--- src/rtl/slice_acc_pkg.sv ---
// Shared definitions for the bit-slice result accumulator.
// Contents:
//   state_e    - control FSM states
//   fuse_width - width of the fused (summed) PE sub-results
//   term_width - width of a fused and slice-shifted term
//   sat_max    - most positive value of an acc_w-bit signed accumulator
//   sat_min    - most negative value of an acc_w-bit signed accumulator
package slice_acc_pkg;

    typedef enum logic [1:0] {
        StIdle,
        StAccum,
        StDrain,
        StHold
    } state_e;

    // Saturation limits are produced at this width and narrowed by the user.
    localparam int unsigned LimW = 64;

    function automatic int unsigned fuse_width(input int unsigned part_w,
                                               input int unsigned num_parts);
        return part_w + $clog2(num_parts);
    endfunction

    function automatic int unsigned term_width(input int unsigned part_w,
                                               input int unsigned num_parts,
                                               input int unsigned digit_w,
                                               input int unsigned num_slices);
        return fuse_width(part_w, num_parts) + digit_w * (num_slices - 1);
    endfunction

    function automatic logic signed [LimW-1:0] sat_max(input int unsigned acc_w);
        logic signed [LimW-1:0] one;
        one = LimW'(1);
        return (one <<< (acc_w - 1)) - one;
    endfunction

    function automatic logic signed [LimW-1:0] sat_min(input int unsigned acc_w);
        return ~sat_max(acc_w);
    endfunction

endpackage

--- src/rtl/slice_acc_lane.sv ---
// One accumulator lane: fuses the NUM_PARTS sub-results of a single PE,
// shifts the fused value by DIGIT_W*slice, registers it (stage S1) and adds
// it into a saturating or wrapping ACC_W-bit accumulator.
// Ports:
//   clk, rst  - clock, asynchronous active-high reset
//   clear     - synchronous clear of S1, accumulator and overflow flag
//   sat_en    - 1: clamp on overflow, 0: keep low ACC_W bits
//   load      - accepted beat with an in-range slice; otherwise S1 loads 0
//   slice     - slice index of the beat
//   parts     - NUM_PARTS signed sub-results, part p at [p*PART_W +: PART_W]
//   acc       - accumulator value
//   ovf       - sticky overflow flag
module slice_acc_lane
    import slice_acc_pkg::*;
#(
    parameter int unsigned NUM_PARTS  = 2,
    parameter int unsigned PART_W     = 26,
    parameter int unsigned DIGIT_W    = 2,
    parameter int unsigned NUM_SLICES = 4,
    parameter int unsigned ACC_W      = 32,
    parameter int unsigned SLICE_W    = 2
) (
    input  logic                          clk,
    input  logic                          rst,
    input  logic                          clear,
    input  logic                          sat_en,
    input  logic                          load,
    input  logic [SLICE_W-1:0]            slice,
    input  logic [NUM_PARTS*PART_W-1:0]   parts,
    output logic [ACC_W-1:0]              acc,
    output logic                          ovf
);

    localparam int unsigned FuseW = fuse_width(PART_W, NUM_PARTS);
    localparam int unsigned TermW = term_width(PART_W, NUM_PARTS, DIGIT_W, NUM_SLICES);
    // One guard bit above the wider operand keeps the raw sum exact.
    localparam int unsigned AddW  = ((TermW > ACC_W) ? TermW : ACC_W) + 1;

    localparam logic signed [AddW-1:0] MaxV = AddW'(sat_max(ACC_W));
    localparam logic signed [AddW-1:0] MinV = AddW'(sat_min(ACC_W));

    logic signed [FuseW-1:0] fused;
    logic signed [TermW-1:0] term;
    logic signed [TermW-1:0] term_q;
    logic signed [ACC_W-1:0] acc_q;
    logic signed [ACC_W-1:0] acc_d;
    logic signed [AddW-1:0]  sum;
    logic                    ovf_now;
    logic                    ovf_q;

    // Fuse and shift.
    always_comb begin
        fused = '0;
        for (int p = 0; p < NUM_PARTS; p++) begin
            fused = fused + FuseW'($signed(parts[p*PART_W +: PART_W]));
        end
        term = TermW'(fused) <<< (DIGIT_W * 32'(slice));
    end

    // Accumulate. S1 holds 0 whenever no beat was loaded, so adding it every
    // cycle leaves the accumulator and the overflow flag untouched.
    always_comb begin
        sum     = AddW'(acc_q) + AddW'(term_q);
        ovf_now = (sum > MaxV) || (sum < MinV);
        acc_d   = ACC_W'(sum);
        if (ovf_now && sat_en) begin
            acc_d = (sum > MaxV) ? ACC_W'(MaxV) : ACC_W'(MinV);
        end
    end

    always_ff @(posedge clk or posedge rst) begin
        if (rst) begin
            term_q <= '0;
            acc_q  <= '0;
            ovf_q  <= 1'b0;
        end else if (clear) begin
            term_q <= '0;
            acc_q  <= '0;
            ovf_q  <= 1'b0;
        end else begin
            term_q <= load ? term : '0;
            acc_q  <= acc_d;
            ovf_q  <= ovf_q | ovf_now;
        end
    end

    assign acc = acc_q;
    assign ovf = ovf_q;

endmodule

--- src/rtl/slice_accumulate_unit.sv ---
// Bit-slice result accumulator behind the PE array. Accepts per-slice PE
// partial results for CHANNELS PEs, fuses/shifts/accumulates them per lane
// and returns the final dot-product results over a ready/valid port.
// Ports:
//   clk, rst             - clock, asynchronous active-high reset
//   start                - begin (or abort and restart) a dot product
//   sat_en               - saturating (1) or wrapping (0) add, latched on start
//   in_valid, in_ready   - input beat handshake
//   in_slice, in_last    - slice index of the beat, final beat marker
//   pe_result            - channel c, part p at [(c*NUM_PARTS+p)*PART_W +: PART_W]
//   out_valid, out_ready - result handshake
//   out_data             - signed result for channel c at [c*ACC_W +: ACC_W]
//   out_ovf              - per-channel sticky overflow
//   slice_err            - sticky out-of-range slice flag
//   busy                 - FSM not idle
module slice_accumulate_unit
    import slice_acc_pkg::*;
#(
    parameter int unsigned CHANNELS   = 4,
    parameter int unsigned NUM_PARTS  = 2,
    parameter int unsigned PART_W     = 26,
    parameter int unsigned DIGIT_W    = 2,
    parameter int unsigned NUM_SLICES = 4,
    parameter int unsigned ACC_W      = 32
) (
    input  logic                                  clk,
    input  logic                                  rst,
    input  logic                                  start,
    input  logic                                  sat_en,
    input  logic                                  in_valid,
    output logic                                  in_ready,
    input  logic [$clog2(NUM_SLICES)-1:0]         in_slice,
    input  logic                                  in_last,
    input  logic [CHANNELS*NUM_PARTS*PART_W-1:0]  pe_result,
    output logic                                  out_valid,
    input  logic                                  out_ready,
    output logic [CHANNELS*ACC_W-1:0]             out_data,
    output logic [CHANNELS-1:0]                   out_ovf,
    output logic                                  slice_err,
    output logic                                  busy
);

    localparam int unsigned LaneW = NUM_PARTS * PART_W;

    state_e state_q;
    state_e state_d;
    logic   sat_q;
    logic   err_q;
    logic   clear;
    logic   accept;
    logic   slice_bad;
    logic   load;

    // start is ignored in HOLD so that pending results are never lost.
    assign clear     = start && (state_q != StHold);
    // A beat presented together with start is dropped.
    assign accept    = in_valid && in_ready && !start;
    assign slice_bad = 32'(in_slice) >= NUM_SLICES;
    assign load      = accept && !slice_bad;

    // State register.
    always_ff @(posedge clk or posedge rst) begin
        if (rst) begin
            state_q <= StIdle;
        end else begin
            state_q <= state_d;
        end
    end

    // Next-state logic.
    always_comb begin
        state_d = state_q;
        unique case (state_q)
            StIdle:  if (start) state_d = StAccum;
            StAccum: begin
                if (start) begin
                    state_d = StAccum;
                end else if (in_valid && in_last) begin
                    state_d = StDrain;
                end
            end
            // One cycle for the last S1 term to reach the accumulator.
            StDrain: state_d = start ? StAccum : StHold;
            StHold:  if (out_ready) state_d = StIdle;
            default: state_d = StIdle;
        endcase
    end

    // Outputs decoded from the registered state only.
    always_comb begin
        in_ready  = 1'b0;
        out_valid = 1'b0;
        busy      = 1'b1;
        unique case (state_q)
            StIdle:  busy      = 1'b0;
            StAccum: in_ready  = 1'b1;
            StDrain: ;
            StHold:  out_valid = 1'b1;
            default: busy      = 1'b0;
        endcase
    end

    always_ff @(posedge clk or posedge rst) begin
        if (rst) begin
            sat_q <= 1'b0;
            err_q <= 1'b0;
        end else if (clear) begin
            sat_q <= sat_en;
            err_q <= 1'b0;
        end else if (accept && slice_bad) begin
            err_q <= 1'b1;
        end
    end

    assign slice_err = err_q;

    for (genvar c = 0; c < CHANNELS; c++) begin : g_lane
        slice_acc_lane #(
            .NUM_PARTS  (NUM_PARTS),
            .PART_W     (PART_W),
            .DIGIT_W    (DIGIT_W),
            .NUM_SLICES (NUM_SLICES),
            .ACC_W      (ACC_W),
            .SLICE_W    ($clog2(NUM_SLICES))
        ) u_lane (
            .clk    (clk),
            .rst    (rst),
            .clear  (clear),
            .sat_en (sat_q),
            .load   (load),
            .slice  (in_slice),
            .parts  (pe_result[c*LaneW +: LaneW]),
            .acc    (out_data[c*ACC_W +: ACC_W]),
            .ovf    (out_ovf[c])
        );
    end

endmodule

--- config.mk ---
export PLATFORM = sky130hd
export DESIGN_NAME = slice_accumulate_unit
export DESIGN_NICKNAME = d
export VERILOG_FILES = /design/src/rtl/slice_acc_pkg.sv /design/src/rtl/slice_acc_lane.sv /design/src/rtl/slice_accumulate_unit.sv
export SDC_FILE = /design/constraint.sdc
export NUM_CORES = 1
export LEC_CHECK = 0
export ABC_CLOCK_PERIOD_IN_PS = 9870
export CORE_ASPECT_RATIO = 2
export CORE_MARGIN = 3
export CORE_UTILIZATION = 51
export DETAILED_ROUTE_END_ITERATION = 8
export HOLD_SLACK_MARGIN = 0.06
export PLACE_DENSITY = 0.88
export SLEW_MARGIN = 0
export SYNTH_ARGS = -nofsm -noshare
export SYNTH_HDL_FRONTEND = slang
export SYNTH_SLANG_ARGS = --single-unit
--- constraint.sdc ---
create_clock -name clk -period 9.87 [get_ports clk]
set_input_delay 2.4675 -clock clk [delete_from_list [all_inputs] [get_ports clk]]
set_output_delay 2.4675 -clock clk [all_outputs]
set_load 0.02 [all_outputs]
Word-level counts from Yosys, hierarchy flattened

Cells that the tools add are included.

Add/subtract/negate cells: 8
Magnitude comparators: 8
Equal/unequal tests: 7
Shift-type cells: 4
Mux-type cells: 33
Bitwise logic cells: 4
Reduce and logical (&&, ||, !) cells: 15

Operators by type and width:

| kind                   | count |
|---|---|
| $mux W32               | 12 |
| $mux W33               | 8 |
| $add A32 B33 Y34       | 4 |
| $gt A34 B32 Y1 const B | 4 |
| $lt A34 B32 Y1 const B | 4 |
| $sshl A27 B3 Y33       | 4 |
| $add A26 B26 Y27       | 4 |
| $mux W2                | 5 |
| $logic_and A1 B1 Y1    | 8 |
| $pmux W2 S4            | 1 |
| $mux W1                | 7 |
| $ne A2 B2 Y1 const B   | 3 |
| $eq A2 B2 Y1 const B   | 2 |
| $logic_or A1 B1 Y1     | 4 |
| $or A1 B1 Y1           | 4 |
| $ne A3 B3 Y1 const B   | 1 |
| $reduce_and A3 Y1      | 1 |
| $eq A2 B1 Y1 const B   | 1 |
| $logic_not A2 Y1       | 1 |
| $logic_not A1 Y1       | 1 |

Register bits after elaboration: 267
Bits of input ports: 217
Output and inout port bits: 136
Logic and storage cells: 93

Longest topological paths before layout

Gate-level depths: netlist of the first run.

Word-level depth: 6
Gate-level depth with buffers: 13
Gate-level depth less buffers: 12

Hierarchy

Synthesis of the first run repeated with hierarchy kept, for this count alone.

Cell total of the unflattened synthesis: 2820
Area, all modules: 24322.1 µm²

By module, submodules not included:

| module                                 | instances | cells an instance | area each (µm²) | seq. area each (µm²) |
|---|---|---|---|---|
| slice_acc_lane at g_lane[1].u_lane ... | 2         | 701               | 6088.3          | 1651.6 |
| slice_acc_lane at g_lane[0].u_lane     | 1         | 711               | 6047.0          | 1651.6 |
| slice_acc_lane at g_lane[3].u_lane     | 1         | 689               | 5898.2          | 1651.6 |
| slice_accumulate_unit                  | 1         | 18                | 200.2           | 75.1 |

Least setup slack after synthesis of the first run

OpenSTA, ideal clock, no wires.

Kind: in2reg
From: in pe_result[0]
To: reg g_lane[0].u_lane.term_q[24]
Library setup time: 0.119 ns
Data arrival time: 5.282 ns
Data required time: 9.751 ns
Slack: 4.469 ns
Stages on the path: 12
Path buffers: 0
Cell sequence: ha_1 > fa_1 > a211oi_1 > o21bai_1 > a21oi_1 > o21bai_1 > a2111oi_2 > o31ai_1 > a21oi_1 > xnor2_1 > mux4_2 > and2_1

Longest elaborated chain between the ends: 4

Ends and longest elaborated chain:

| what                 | RTL line                    | source |
|---|---|---|
| from (decl)          | slice_accumulate_unit.sv:34 | `input logic [CHANNELS*NUM_PARTS*PART_W-1:0] pe_result,` |
| $add A26 B26 Y27     | slice_acc_lane.sv:55        | `fused = fused + FuseW'($signed(parts[p*PART_W +: PART_W]));` |
| $sshl A27 B3 Y33     | slice_acc_lane.sv:57        | `term = TermW'(fused) <<< (DIGIT_W * 32'(slice));` |
| $mux W33             | slice_acc_lane.sv:81        | `term_q <= load ? term : '0;` |
| $mux W33             | slice_acc_lane.sv:76        | `end else if (clear) begin` |
| to (signal assigned) | slice_acc_lane.sv:81        |  |
| to (decl)            | slice_acc_lane.sv:44        | `logic signed [TermW-1:0] term_q;` |

No other way between the ends.
A chain may end at the register's enable or synchronous reset.

Worst setup path after layout of the first run

Ends and elaborated chain as after synthesis.

==> impl_summary.log, run 1 <==
INFO  metric area_delta_synth_final = 20.6%
INFO  metric clkTransAtPathRegs = 0.06 ns
INFO  metric holdCritPathClass = flop to flop
INFO  metric cts_sink_cnt = between 200 and 300
INFO  metric routed_via_density = ~6.4
INFO  metric report.final.slew_viol_count = 0
INFO  metric yosysWarnings = 0
INFO  metric cap_violations = 0
INFO  metric post_cts_resized = 0
INFO  metric dieHeight = 306 µm
INFO  metric fraction_of_synthesized_area_in_multiplexers = approximately 1.7%
INFO  metric synth_top_area_share = 29.2%
INFO  metric setup_violations = 0
INFO  metric rr_worst_depth = 11
INFO  metric drc_violations_left = 0
INFO  metric timing.setup.critical_path_class = primary input to flop
INFO  metric synth_simple_gate_area_share = 14.5%
INFO  metric layout_commonest_cell = clkdlybuf4s50_1
INFO  metric cts_post_setup_buffers_inserted = 0
INFO  metric worst_ep_arrival_time = 6.36 ns
INFO  metric synth_area_leaders = dfrtp_1 (29%), ha_1 (13%), a21oi_1 (6.9%)
INFO  metric r2r-end = g_lane[0].u_lane.acc[7]$_DFF_PP0_
INFO  metric critical_path.reg2reg.startpoint = g_lane[0].u_lane.acc[3]$_DFF_PP0_
INFO  metric post_detailed_route_count_of_antenna_violating_nets = 0
INFO  metric cp_cell_sequence = clkdlybuf4s50_1, ha_1, fa_1, a211oi_1, o21bai_1, a21oi_1, o21bai_1, a2111oi_2, o31ai_1, a21oi_1, xnor2_1, mux4_2, and2_1
INFO  metric fp.dieArea = 47700 µm²
INFO  metric floorplan.core_area = 44300 µm²
INFO  metric synth.net_count = 3163
INFO  metric startpoint_type = primary input
INFO  metric status = completed
INFO  metric synth-compound-area-share = between 20% and 30%
INFO  metric dp_slack = around 3.5 ns
INFO  metric critPathCaptureType = flop
INFO  metric power_per_cell_area = roughly 200 nW/µm²
INFO  metric htree_num_levels = 1
INFO  metric drt-wirelength-per-cell = 22.6 µm
INFO  metric num_vias = 22600
INFO  metric synth_area_leader_cell = dfrtp_1
INFO  metric postSynth.asyncResetShare = 100%
INFO  metric yosys_register_bits = about 270
INFO  metric tritoncts = yes
INFO  metric hold_viol = 0
INFO  metric cts_hold_buf = 0
INFO  metric yosys.area_share.adder = around 14%
INFO  metric wire_length_of_the_first_global_routing_pass = 123 mm
INFO  metric hold_path.startpoint = g_lane[2].u_lane.ovf$_DFF_PP0_
INFO  metric timing.max_slew.rel_slack = 8.62%
INFO  metric maxClockFrequency = 169 MHz
INFO  metric final_layout_size_suffix_gt1_share = 4.62%
INFO  metric count_of_cell_types_in_the_netlist = 89
INFO  metric clk-insertion-delay-late = approximately 0.56 ns
INFO  metric syn_avg_cell_area = 8.48 µm²
INFO  metric io_buffer_count = around 350
INFO  metric worst_ep_required_time = 10.32 ns
INFO  metric largest_family_of_logic_cells_by_synthesized_area = compound AO/OA/AOI/OAI gates
INFO  metric start_util = 51.7%
INFO  metric globalRouteOverflowTotal = 0
INFO  metric nets = 3428
INFO  metric reg2reg_setup_slack = 5.21 ns
INFO  metric critPathMaxFanout = 5
INFO  metric layout_min_cycle_time = just under 6 ns
INFO  metric min_to = g_lane[2].u_lane.ovf$_DFF_PP0_
INFO  metric synth_cells = between 2000 and 3000
INFO  metric drt_wl_total = about 80 mm
INFO  metric max_stage_delay = approximately 0.53 ns
INFO  metric ys.flop_type = dfrtp_1
INFO  metric boundaryPins = 353
INFO  metric sequential_area_share_after_synthesis = ~29%
INFO  metric fin_worst_skew = roughly 0.015 ns
INFO  metric syn-cell-area = 22900 µm²
INFO  metric transition_time_at_the_pin_with_the_least_slew_margin = roughly 1.4 ns
INFO  metric fillCellCount = 3762
INFO  metric synth_enable_flop_cells = 0
INFO  metric layout.cells.most_common_list = clkdlybuf4s50_1 (349), a21oi_1 (318), dfrtp_1 (267), ha_1 (236), nor2_1 (218)
INFO  metric post_synth_xor_area_fraction = roughly 7.7%
INFO  metric total_leakage_power = 0.0127 µW
INFO  metric min_delay_path_depth = 1
INFO  metric cts_max_path_buffers = 3
INFO  metric critical_path.slowest_cell = a2111oi_2
INFO  metric setup-tns-final = 0 ns
INFO  metric grt_antenna_before_repair = 1
INFO  metric vias_in_the_first_global_route = between 20000 and 25000
INFO  metric peakVddDrop = 0.201 mV
INFO  metric detailedRoute.firstIterationViolations = about 1400
INFO  metric timing.final.crit_share = 59.9%
INFO  metric globalplace.congestion = 1.03
INFO  metric worst_slack = 3.96 ns
INFO  metric rsz0062_at_grt = no
INFO  metric cts-root-buf = clkbuf_16
INFO  metric fp.dieW = ~160 µm
INFO  metric gr-usage-all-layers = 32.5%
INFO  metric dpl.hpwl = 62.5 mm
INFO  metric grt_start_max_net_pins = 166
INFO  metric tritoncts.num_buffers = 26
INFO  metric first_pass_iters = 6
INFO  metric placement_rows = 109
==> cell type report <==
type | count | area [µm²] | share of cell area [%]
diodes | 2 | 5.00 | 0.0181
clock buffers | 35 | 746 | 2.70
clock inverters | 10 | 183 | 0.661
inverters | 66 | 255 | 0.924
multi-input cells | 2240 | 15400 | 55.8
flip-flops and latches | 267 | 6680 | 24.2
well taps | 555 | 694 | 2.51
repair buffers | 366 | 3640 | 13.2
==> how the worst max path moves through the flow <==
stage / from / end / slack [ns] / cells past startpoint
after detailed placement: pe_result[130] / g_lane[2].u_lane.term_q[27]$_DFF_PP0_ / 3.52 / 13
after global routing: pe_result[104] / g_lane[2].u_lane.term_q[27]$_DFF_PP0_ / 3.78 / 13
after global placement: pe_result[0] / g_lane[0].u_lane.term_q[24]$_DFF_PP0_ / 3.58 / 13
after floorplan: rst / g_lane[0].u_lane.acc[0]$_DFF_PP0_ / 0.05 / 1
final: pe_result[0] / g_lane[0].u_lane.term_q[24]$_DFF_PP0_ / 3.96 / 13
after CTS: pe_result[130] / g_lane[2].u_lane.term_q[27]$_DFF_PP0_ / 4.09 / 13
==> flip-flops by register name, summed over array words and instances, names as in the netlist <==
name / flops
sat_q: 1
g_lane.u_lane.term_q: 132
g_lane.u_lane.ovf: 4
g_lane.u_lane.acc: 128
state_q: 2
==> synthesized netlist by cell type (all sizes together) (23+ instances only) <==
| library cell | instances |
|---|---|
| nand2b | 23 |
| nand2 | 206 |
| nor2 | 218 |
| xor2 | 87 |
| o21ai | 217 |
| a211oi | 95 |
| mux2i | 31 |
| o211ai | 28 |
| clkbuf | 93 |
| nand3 | 51 |
| a31oi | 31 |
| a21oi | 321 |
| a21o | 99 |
| dfrtp | 267 |
| o21a | 56 |
| inv | 66 |
| o21bai | 33 |
| and2 | 48 |
| nor3 | 48 |
| xnor2 | 114 |
| ha | 236 |
| buf | 36 |
==> metal layers <==
metal	GRT usage (%)	up-vias	part of all wire, %
met1	32.8	10600	33
met5	0	-	0
li1	-	10500	-
met3	4.29	354	6.2
met4	26.0	0	9.7
met2	58.6	1077	51
==> where the power goes <==
group | internal [µW] | total [µW] | switching, µW
Clock | 659 | 1110 | 456
Combinational | 1140 | 2730 | 1580
Sequential | 1330 | 1540 | 219
==> kinds of logic (layout without fill, tap and decap cells) <==
logic type	Yosys count	count (layout)
AND/OR/NAND/NOR	708	708
XOR/XNOR	201	201
flip-flops	267	267
other	1	3
buffers and inverters	195	477
adder cells (fa/ha/maj)	244	244
AO/OA/AOI/OAI	1048	1048
multiplexers	38	38
==> metrics by stage <==
step	total power, µW	hold slack (ns)	util, %	cell area (µm²)	instances
after floorplan	3260	0.464	-	22900	2702
after global placement	4180	0.504	60.2	26700	3494
after detailed placement	4250	0.508	60.2	26700	3494
after CTS	5380	0.523	62.3	27600	3539
after global routing	5680	0.537	62.3	27600	3539
final	5390	0.520	62.3	27600	3541
==> worst max-delay path: cells and delay by family <==
kind / cells / cell delay [ns]
adder cells (fa/ha/maj): 2 / 0.76
XOR/XNOR: 1 / 0.15
AO/OA/AOI/OAI: 7 / 1.88
AND/OR/NAND/NOR: 1 / 0.17
buffers and inverters: 1 / 0.42
multiplexers: 1 / 0.48
Power figures use the tool's default switching activity.
==> inputs of run 2 (changes only) <==
--- a/config.mk
+++ b/config.mk
@@ -5,13 +5,13 @@
 export SDC_FILE = /design/constraint.sdc
 export NUM_CORES = 1
 export LEC_CHECK = 0
-export ABC_CLOCK_PERIOD_IN_PS = 9870
+export ABC_CLOCK_PERIOD_IN_PS = 6000
 export CORE_ASPECT_RATIO = 2
 export CORE_MARGIN = 3
-export CORE_UTILIZATION = 51
+export CORE_UTILIZATION = 55
 export DETAILED_ROUTE_END_ITERATION = 8
 export HOLD_SLACK_MARGIN = 0.06
-export PLACE_DENSITY = 0.88
+export PLACE_DENSITY = 0.9
 export SLEW_MARGIN = 0
 export SYNTH_ARGS = -nofsm -noshare
 export SYNTH_HDL_FRONTEND = slang
==> constraint.sdc (replaced) <==
create_clock -name clk -period 6 [get_ports clk]
set_input_delay 1.5 -clock clk [delete_from_list [all_inputs] [get_ports clk]]
set_output_delay 1.5 -clock clk [all_outputs]
set_load 0.02 [all_outputs]
==> run 2 against run 1 <==
Critical path type unchanged. First-iteration DRC count rose by 1.9%. Clock skew decreased by 0.0030 ns. Routed wire length shrank 0.86%. Total power grew 62%. Combinational power grew 64%. Utilization grew 4.7 points. Highest routed layer is now met5. Final area down 0.17%.
==> impl_summary.log, run 2 (synthesis gave the netlist of run 1 again) <==
INFO  metric setup_violations = 0 (unchanged)
INFO  metric rsz0062_at_grt = no
INFO  metric timing.max_slew.rel_slack = 29.9% (+21 points)
INFO  metric most_flops_register = g_lane.u_lane.term_q
INFO  metric largest_reg_flops = 132 (unchanged)
INFO  metric vias_in_the_first_global_route = 23200 (-0.18%)
INFO  metric post_cts_resized = 0 (unchanged)
INFO  metric layout_commonest_cell = clkdlybuf4s50_1
INFO  metric clkTransAtPathRegs = 0.07 ns (about the same)
INFO  metric nets = 3436 (+0.23%)
INFO  metric num_vias = 22600 (+0.35%)
INFO  metric globalplace.congestion = 1.07 (+4.1%)
INFO  metric area_delta_synth_final = 20.4%
INFO  metric layout.core_utilization = 67.0% (+4.7 points)
INFO  metric routed_via_density = 6.41 (+0.58%)
INFO  metric power_per_cell_area = 316 nW/µm² (+62%)
INFO  metric tritoncts = yes
INFO  metric cell_count_final_fillers_out = 3533 (-0.23%)
INFO  metric layout_min_cycle_time = 4.90 ns
INFO  metric floorplan.core_area = 41100 µm² (-7.2%)
INFO  metric gr-usage-all-layers = 34.9% (+2.4 points)
INFO  metric tritoncts.num_buffers = 25 (-3.8%)
INFO  metric startpoint_type = primary input
INFO  metric grt_antenna_before_repair = 9 (+8)
INFO  metric first_pass_iters = 5 (-1)
INFO  metric report.final.slew_viol_count = 0 (unchanged)
INFO  metric htree_num_levels = 1 (unchanged)
INFO  metric placed_cells = 3483 (-0.31%)
INFO  metric dpl.hpwl = 62.6 mm (+0.15%)
INFO  metric drt_wl_total = 79.2 mm (-0.86%)
INFO  metric placement_rows = 105 (-3.7%)
INFO  metric clk-insertion-delay-late = 0.54 ns (-0.02 ns)
INFO  metric worst_ep_arrival_time = 5.33 ns (-1.03 ns)
INFO  metric io_buffer_count = 351 (unchanged)
INFO  metric hold_viol = 0 (unchanged)
INFO  metric start_util = 55.7% (+4.0 points)
INFO  metric transition_time_at_the_pin_with_the_least_slew_margin = 1.05 ns (-0.315 ns)
INFO  metric fin_worst_skew = 0.0123 ns (-0.00301 ns)
INFO  metric post_detailed_route_count_of_antenna_violating_nets = 0 (unchanged)
INFO  metric critPathMaxFanout = 5 (unchanged)
INFO  metric timing.final.crit_share = between 80% and 90%
INFO  metric drc_violations_left = 0 (unchanged)
INFO  metric cts_sink_cnt = 267 (unchanged)
INFO  metric cts_hold_buf = 0 (unchanged)
INFO  metric timing.setup.critical_path_class = primary input to flop
INFO  metric worst_ep_required_time = 6.43 ns (-3.89 ns)
INFO  metric cts_post_setup_buffers_inserted = 0 (unchanged)
INFO  metric critical_path.slowest_cell = a2111oi_2
INFO  metric cts-root-buf = clkbuf_16
INFO  metric drt-wirelength-per-cell = 22.4 µm (-0.64%)
INFO  metric globalRouteOverflowTotal = 0 (unchanged)
INFO  metric critPathCaptureType = flop
INFO  metric dieHeight = 295 µm (-3.6%)
INFO  metric peakVddDrop = 0.351 mV (+75%)
INFO  metric layout.cells.most_common_list = clkdlybuf4s50_1 (349), a21oi_1 (318), dfrtp_1 (267), ha_1 (236), nor2_1 (218)
INFO  metric wire_length_of_the_first_global_routing_pass = 122 mm (-1.0%)
INFO  metric maxClockFrequency = 204 MHz
INFO  metric detailedRoute.firstIterationViolations = 1424 (+1.9%)
INFO  metric fp.dieW = 150 µm (-3.6%)
INFO  metric boundaryPins = 353 (unchanged)
INFO  metric cp_cell_sequence = clkdlybuf4s50_1, ha_1, fa_1, a211oi_1, o21bai_1, a21oi_1, o21bai_1, a2111oi_2, o31ai_1, a21oi_1, xnor2_1, mux4_2, and2_1
INFO  metric holdCritPathClass = flop to flop
INFO  metric final_layout_size_suffix_gt1_share = 4.85% (+0.22 points)
INFO  metric setup-tns-final = 0 ns (unchanged)
INFO  metric total_leakage_power = 0.0126 µW (-0.14%)
INFO  metric cap_violations = 0 (unchanged)
INFO  metric status = completed
INFO  metric grt_start_max_net_pins = 130 (-22%)
INFO  metric max_stage_delay = 0.53 ns (about the same)
INFO  metric fp.dieArea = 44300 µm² (-7.1%)
INFO  metric cts_max_path_buffers = 3 (unchanged)
run 2: cell types whose count changed in the layout (fill, tap and decap cells not counted):
cell	delta
clkbuf_8	-1
inv_6	+1
buf_4	+9
bufinv_16	-2
clkinvlp_4	+3
clkbuf_16	-2
diode_2	+4
clkbuf_1	+1
inv_8	-1
run 2: path summary, 6_finish.rpt:
check / from / endpoint / slack [ns] / depth (start not counted)
worst max-delay path: pe_result[0] / g_lane[0].u_lane.term_q[24]$_DFF_PP0_ / 1.10 / 13
worst min-delay path: g_lane[2].u_lane.ovf$_DFF_PP0_ / g_lane[2].u_lane.ovf$_DFF_PP0_ / 0.52 / 1
worst max register to register: g_lane[2].u_lane.acc[0]$_DFF_PP0_ / g_lane[2].u_lane.acc[0]$_DFF_PP0_ / 1.57 / 12
worst min register to register: g_lane[2].u_lane.ovf$_DFF_PP0_ / g_lane[2].u_lane.ovf$_DFF_PP0_ / 0.52 / 1
max in group asynchronous: rst / g_lane[2].u_lane.acc[3]$_DFF_PP0_ / 3.45 / 3
min in group asynchronous: rst / g_lane[0].u_lane.term_q[25]$_DFF_PP0_ / 1.41 / 2
run 2: layer usage:
layer  GRT usage, %  wire [µm]  vias up
met5              0         48        -
met4           28.4       7860        6
met3           6.09       5110      367
met2           62.9      40600      970
met1           34.0      25600    10700
li1               -          -    10600
run 2: per-stage QoR:
stage	instance area (µm²)	power [µW]	hold WS (ns)	worst slack, ns
6_report	27600	8720	0.522	1.10
5_1_grt	27600	9190	0.545	0.862
4_1_cts	27600	8670	0.531	1.20
3_5_place_dp	26700	6970	0.504	0.637
3_3_place_gp	26700	6870	0.476	0.688
2_1_floorplan	22900	5360	0.464	0.975
run 2: worst max-delay path, delay by kind of cell:
kind	cells	cell delay (ns)
and+or+nand+nor	1	0.16
adders and majority gates	2	0.68
AOI/OAI and AO/OA	7	1.93
muxes	1	0.47
xor gates and xnor gates	1	0.16
buffers and inverters	1	0.41
run 2: where the power goes:
part	total (µW)	internal (µW)	switching (µW)
logic	4470	1880	2590
clock network	1680	938	744
registers	2560	2180	380
total	8720	5000	3710
run 2: cell type report:
cell class,instances,area [µm²]
flip-flops and latches,267,6680
repair buffers,375,3700
multi-input cells,2240,15400
inverters,66,251
well taps,535,669
clock buffers,33,686
clock inverters,11,146
diodes,6,15.0
fillers,3397,13600
